## config.mk

```make
export PLATFORM = sky130hd
export DESIGN_NAME = matrix_cell_streamer
export DESIGN_NICKNAME = d
export VERILOG_FILES = /design/src/rtl/matrix_cell_streamer_pkg.sv /design/src/rtl/matrix_cell_streamer_rc_counter.sv /design/src/rtl/matrix_cell_streamer.sv
export SDC_FILE = /design/constraint.sdc
export NUM_CORES = 1
export LEC_CHECK = 0
export BUFFER_PORTS_ARGS = -buffer_cell sky130_fd_sc_hd__buf_2
export CORE_UTILIZATION = 35
export CTS_CLUSTER_DIAMETER = 60
export DETAILED_ROUTE_END_ITERATION = 10
export PLACE_DENSITY_LB_ADDON = 0.08
export SYNTH_ARGS = -nofsm -noshare
export SYNTH_HDL_FRONTEND = slang
export SYNTH_SLANG_ARGS = --single-unit
```

## constraint.sdc

```tcl
create_clock -name clk -period 4.5 [get_ports clk]
set_input_delay 0.45 -clock clk [delete_from_list [all_inputs] [get_ports clk]]
set_output_delay 0.45 -clock clk [all_outputs]
set_load 0.1 [all_outputs]
```

## src/rtl/matrix_cell_streamer_pkg.sv

```systemverilog
// Shared definitions for the flattened-matrix producer/consumer pair.
package matrix_cell_streamer_pkg;

  localparam int unsigned ROWS_DEF = 2;
  localparam int unsigned COLS_DEF = 3;
  localparam int unsigned W_DEF    = 8;

  typedef enum logic {
    IDLE = 1'b0,
    SEND = 1'b1
  } state_e;

  // Bit offset of cell (r,c) inside a row-major packed matrix.
  function automatic int unsigned idx(input int unsigned r, input int unsigned c,
                                      input int unsigned cols, input int unsigned w);
    return (r * cols + c) * w;
  endfunction

endpackage

```

## src/rtl/matrix_cell_streamer_rc_counter.sv

```systemverilog
// Row/column wrap counter walking a ROWS x COLS grid in row-major order.
module matrix_cell_streamer_rc_counter #(
  parameter int unsigned ROWS = 2,
  parameter int unsigned COLS = 3
) (
  input  logic       clk,
  input  logic       rst_n,
  input  logic       clear_i,
  input  logic       advance_i,
  output logic [7:0] row_o,
  output logic [7:0] col_o,
  output logic       last_o
);

  logic [7:0] row_q, row_d;
  logic [7:0] col_q, col_d;

  // Clear wins over advance; column wraps into the next row.
  always_comb begin
    row_d = row_q;
    col_d = col_q;
    if (clear_i) begin
      row_d = '0;
      col_d = '0;
    end else if (advance_i) begin
      if (col_q == 8'(COLS - 1)) begin
        col_d = '0;
        row_d = (row_q == 8'(ROWS - 1)) ? '0 : row_q + 8'd1;
      end else begin
        col_d = col_q + 8'd1;
      end
    end
  end

  // Index registers with synchronous active-low reset.
  always_ff @(posedge clk) begin
    if (!rst_n) begin
      row_q <= '0;
      col_q <= '0;
    end else begin
      row_q <= row_d;
      col_q <= col_d;
    end
  end

  assign row_o  = row_q;
  assign col_o  = col_q;
  assign last_o = (row_q == 8'(ROWS - 1)) && (col_q == 8'(COLS - 1));

endmodule

```

## src/rtl/matrix_cell_streamer.sv

```systemverilog
// Accepts one packed matrix, streams its cells row-major with indices,
// and reports the cell sum with a one-cycle done pulse.
module matrix_cell_streamer
  import matrix_cell_streamer_pkg::*;
#(
  parameter int unsigned ROWS = ROWS_DEF,
  parameter int unsigned COLS = COLS_DEF,
  parameter int unsigned W    = W_DEF
) (
  input  logic                   clk,
  input  logic                   rst_n,
  input  logic                   in_valid,
  output logic                   in_ready,
  input  logic [ROWS*COLS*W-1:0] in_flat,
  output logic                   out_valid,
  input  logic                   out_ready,
  output logic [7:0]             out_row,
  output logic [7:0]             out_col,
  output logic [W-1:0]           out_data,
  output logic                   out_last,
  output logic                   done,
  output logic [W+7:0]           sum
);

  localparam int unsigned FW = ROWS * COLS * W;

  state_e          state_q, state_d;
  logic [FW-1:0]   shadow_q, shadow_d;
  logic [W+7:0]    acc_q, acc_d;
  logic [W+7:0]    sum_q, sum_d;
  logic            done_q, done_d;
  logic            cnt_clear, cnt_adv;
  logic [7:0]      row, col;
  logic            is_last;
  logic [FW-1:0]   shifted;

  matrix_cell_streamer_rc_counter #(
    .ROWS (ROWS),
    .COLS (COLS)
  ) u_rc_counter (
    .clk       (clk),
    .rst_n     (rst_n),
    .clear_i   (cnt_clear),
    .advance_i (cnt_adv),
    .row_o     (row),
    .col_o     (col),
    .last_o    (is_last)
  );

  // Cell select by shifting the shadow copy; avoids an oversized part-select index.
  always_comb begin
    shifted  = shadow_q >> idx(32'(row), 32'(col), COLS, W);
    out_data = shifted[W-1:0];
  end

  assign in_ready  = rst_n && (state_q == IDLE);
  assign out_valid = (state_q == SEND);
  assign out_row   = row;
  assign out_col   = col;
  assign out_last  = (state_q == SEND) && is_last;
  assign done      = done_q;
  assign sum       = sum_q;

  // Next-state: accept in IDLE, walk cells and accumulate in SEND.
  always_comb begin
    state_d   = state_q;
    shadow_d  = shadow_q;
    acc_d     = acc_q;
    sum_d     = sum_q;
    done_d    = 1'b0;
    cnt_clear = 1'b0;
    cnt_adv   = 1'b0;
    unique case (state_q)
      IDLE: begin
        if (in_valid && in_ready) begin
          shadow_d  = in_flat;
          acc_d     = '0;
          cnt_clear = 1'b1;
          state_d   = SEND;
        end
      end
      SEND: begin
        if (out_ready) begin
          acc_d = acc_q + (W + 8)'(out_data);
          if (is_last) begin
            sum_d   = acc_q + (W + 8)'(out_data);
            done_d  = 1'b1;
            state_d = IDLE;
          end else begin
            cnt_adv = 1'b1;
          end
        end
      end
      default: state_d = IDLE;
    endcase
  end

  // State registers with synchronous active-low reset.
  always_ff @(posedge clk) begin
    if (!rst_n) begin
      state_q  <= IDLE;
      shadow_q <= '0;
      acc_q    <= '0;
      sum_q    <= '0;
      done_q   <= 1'b0;
    end else begin
      state_q  <= state_d;
      shadow_q <= shadow_d;
      acc_q    <= acc_d;
      sum_q    <= sum_d;
      done_q   <= done_d;
    end
  end

endmodule

```

==> reports/summary.log <==
qor: status.run_status finished clean
qor: clock_network.htree_num_levels 3
qor: synthesis.postSynthAreaPerCell 8.58 um^2
qor: critical_path.cp_slowest_stage_delay 0.55 ns
qor: global_route.number_of_global_route_vias_before_repair 4067
qor: drt.finalWirelength 12800 um
qor: critical_path.critPathArrivalTime 4.41 ns
qor: timing.fin_worst_skew 0.00749 ns
qor: timing.hold_violations 0
qor: pwr.leakage 2.54 nW
qor: global_route.grt_first_pass_wirelength 20900 um
qor: synthesis.mappedNetlistNets 673
qor: timing.rsz0062_at_grt false
qor: synthesis.synth_enable_flop_cells 0
qor: critical_path.slowest_stage sky130_fd_sc_hd__fa_2
qor: clock_network.clk_transition_reported_paths 0.07 ns
qor: timing.fmax 240 MHz
qor: critical_path.crit_path_max_fanout 9
qor: synthesis.yosys_warnings 0
qor: place.gpl.final_weighted_congestion 0.852
qor: critical_path.critPathLaunchType register
qor: timing.slew_limit_fails 0
qor: finish.finish.net_count 755
qor: drt.viasPerCell 4.95
qor: finish.final.fill_count 1410
qor: floorplanning.rows 43
qor: clock_network.worst_skew_pair.late_latency 0.35 ns
qor: drt.via_count 4204
qor: clock_network.ctsLongestPathBuffers 2
qor: critical_path.worst-setup-path-type register to register
qor: drt.drt_drc_violations_left 0
qor: critical_path.critical_path_sink_type register
qor: pwr.peakVddDrop 0.157 mV
qor: global_route.grt_use_total 18.5%
qor: place.post-place-cells 834
qor: timing.final.period_utilization 92.5%
qor: synthesis.synth.cell_area 5000 um^2
qor: critical_path.cp_cell_sequence fa_1 > ha_2 > fa_2 > clkinv_1 > nor2_2 > a22oi_1 > nor2_4 > ha_4 > fa_2 > a211oi_1 > o211ai_1 > nand4_1 > a21o_1 > a21o_1
qor: synthesis.post_syn_instances 583
qor: floorplanning.num_io_pins 96
qor: synthesis.async_reset_ff_share 0%
qor: synthesis.ys_types 49
qor: place.placement.setup.worst_slack 0.215 ns
qor: floorplanning.die_height 122 um
qor: timing.finalSetupViolCount 0
qor: global_route.maximum_number_of_pins_on_one_net_before_global_route_repair 58
qor: global_route.number_of_antenna_violations_at_the_first_check_in_global_routing 0
qor: timing.period_needed 4.16 ns
qor: pwr.p_per_area 329 nW/um^2
qor: worst_hold_path.hp-class input pin to register
qor: global_route.globalRouteOverflowTotal 0
qor: timing.timing_worst_slew_pin_value 0.893 ns
qor: critical_path.critical_path_required 4.74 ns
qor: synthesis.ys_seq_area_share 39.2%
qor: finish.commonest_cells_after_routing_fill_and_taps_aside 131 x sky130_fd_sc_hd__nand2_1, 95 x sky130_fd_sc_hd__buf_2, 82 x sky130_fd_sc_hd__dfxtp_1
qor: synthesis.synthFlopType sky130_fd_sc_hd__dfxtp_1
qor: timing.slew_headroom 40.5%
qor: finish.final_cell_count_no_fill 850
qor: floorplanning.floorplan.die.width 122 um
qor: run.max_cap_violations 0
qor: clock_network.cts_tree done
qor: place.io_buffer_count 95
qor: finish.antennaDiodeCount 0
qor: clock_network.clockRootBuffer sky130_fd_sc_hd__clkbuf_16
qor: synthesis.ys_seq_elements 98
qor: clock_network.clock-sinks 98
qor: clock_network.tritoncts.num_buffers 9
qor: clock_network.cts_hold_buf 0
qor: floorplanning.die_area 14800 um^2
qor: floorplanning.core-area 13900 um^2
qor: timing.fin_ws 0.338 ns
qor: finish.area_growth_syn_to_layout 22.8%
qor: floorplanning.floorplan.initialDensity 35.9%
qor: drt.detailedRoute.firstIterationViolations 179
qor: drt.routedWlPerCell 15.1 um
qor: drt.firstDrtPassIters 4
qor: finish.layout.cells.most_common sky130_fd_sc_hd__nand2_1
qor: place.dp_hpwl 9540 um
qor: drt.antenna_violating_nets_post_route 0
qor: finish.final_layout_size_suffix_gt1_share 26.3%
cell families (layout without fill, tap and decap cells):
logic type               Yosys count  count (layout)  share of synthesized area, %
AO/OA/AOI/OAI                    125             125                          14.6
XOR/XNOR                          21              21                          3.67
adder cells (fa/ha/maj)           38              38                          10.8
buffers and inverters             41             128                          3.40
flip-flops                        98              98                          39.2
multiplexers                      20              20                          6.20
AND/OR/NAND/NOR                  240             240                          22.1
cells in the mapped netlist, drive strengths merged (3+ instances only):
cell	count	share of area (%)
or3	6	0.75
a21oi	22	2.2
mux2i	4	0.80
a22oi	11	1.7
nor3	8	1.0
inv	10	0.75
mux2	8	1.8
o21ai	67	6.7
ha	29	7.3
nand3	16	1.6
xor2	10	1.7
o211ai	3	0.45
and3	5	0.63
dfxtp	98	39
clkbuf	26	1.9
a21o	6	0.90
nor4	7	1.8
nand2	131	9.8
xnor2	11	1.9
fa	9	3.6
a311oi	4	0.70
mux4	8	3.6
nor2	42	3.1
buf	4	0.62
and2	5	0.63
nand4	10	1.3
metal layers:
layer / vias to the layer above / routed length (um) / GRT usage, %
met3: 11 / 555 / 2.95
met4: 0 / 192 / 7.25
met2: 93 / 5950 / 29.6
li1: 2197 / - / -
met5: - / 0 / 0
met1: 1903 / 6110 / 25.0
power by group:
part	leakage (nW)	total [mW]	internal, mW	switching [mW]
Sequential	0.810	0.919	0.898	0.0211
Combinational	1.58	0.278	0.0881	0.190
Clock	0.151	0.826	0.486	0.340
critical path: cells and delay by family, from the launching register on:
kind | cells | cell delay (ns)
adders and majority gates | 5 | 1.63
AOI/OAI and AO/OA | 5 | 1.10
and+or+nand+nor | 3 | 0.72
DFF | 1 | 0.38
buffers and inverters | 1 | 0.22
per-stage QoR:
step	util [%]	power (mW)	instance area [um^2]	setup TNS (ns)	hold WS (ns)
floorplan	-	1.14	5210	-0.514	0.429
global route	44.1	2.12	6150	0	0.297
global placement	41.7	1.21	5810	0	0.440
CTS	44.0	2.05	6130	0	0.283
finish	44.1	2.02	6150	0	0.296
detailed placement	41.7	1.22	5810	0	0.451
state kept, by name, indices dropped and copies added, names as in the netlist:
register / count
acc_q: 16
done: 1
out_valid: 1
shadow_q: 48
sum: 16
u_rc_counter.col_o: 8
u_rc_counter.row_o: 8
layout make-up:
type / count / area [um^2] / area share (%)
inverter: 11 / 41.3 / 0.672
sequential: 98 / 2010 / 32.7
clock inverter: 7 / 93.8 / 1.53
timing repair buffer: 101 / 520 / 8.47
tap: 180 / 225 / 3.66
multi-input combinational: 444 / 3030 / 49.3
clock buffer: 9 / 225 / 3.66
final timing paths:
kind / cells past startpoint / from / endpoint / slack, ns
min reg2reg: 2 / shadow_q[0] / shadow_q[0] / 0.46
max: 14 / u_rc_counter.row_o[1] / acc_q[10] / 0.34
max reg2reg: 14 / u_rc_counter.row_o[1] / acc_q[10] / 0.34
min: 3 / in_flat[31] / shadow_q[31] / 0.30
timing repair:
| item | 4_1_cts | 5_1_grt |
|---|---|---|
| endpoints found under the setup margin | 0 | 12 |
| setup buffers | 0 | 0 |
| resized for setup | 0 | 2 |
No activity file was read; power rests on OpenSTA's default activity.
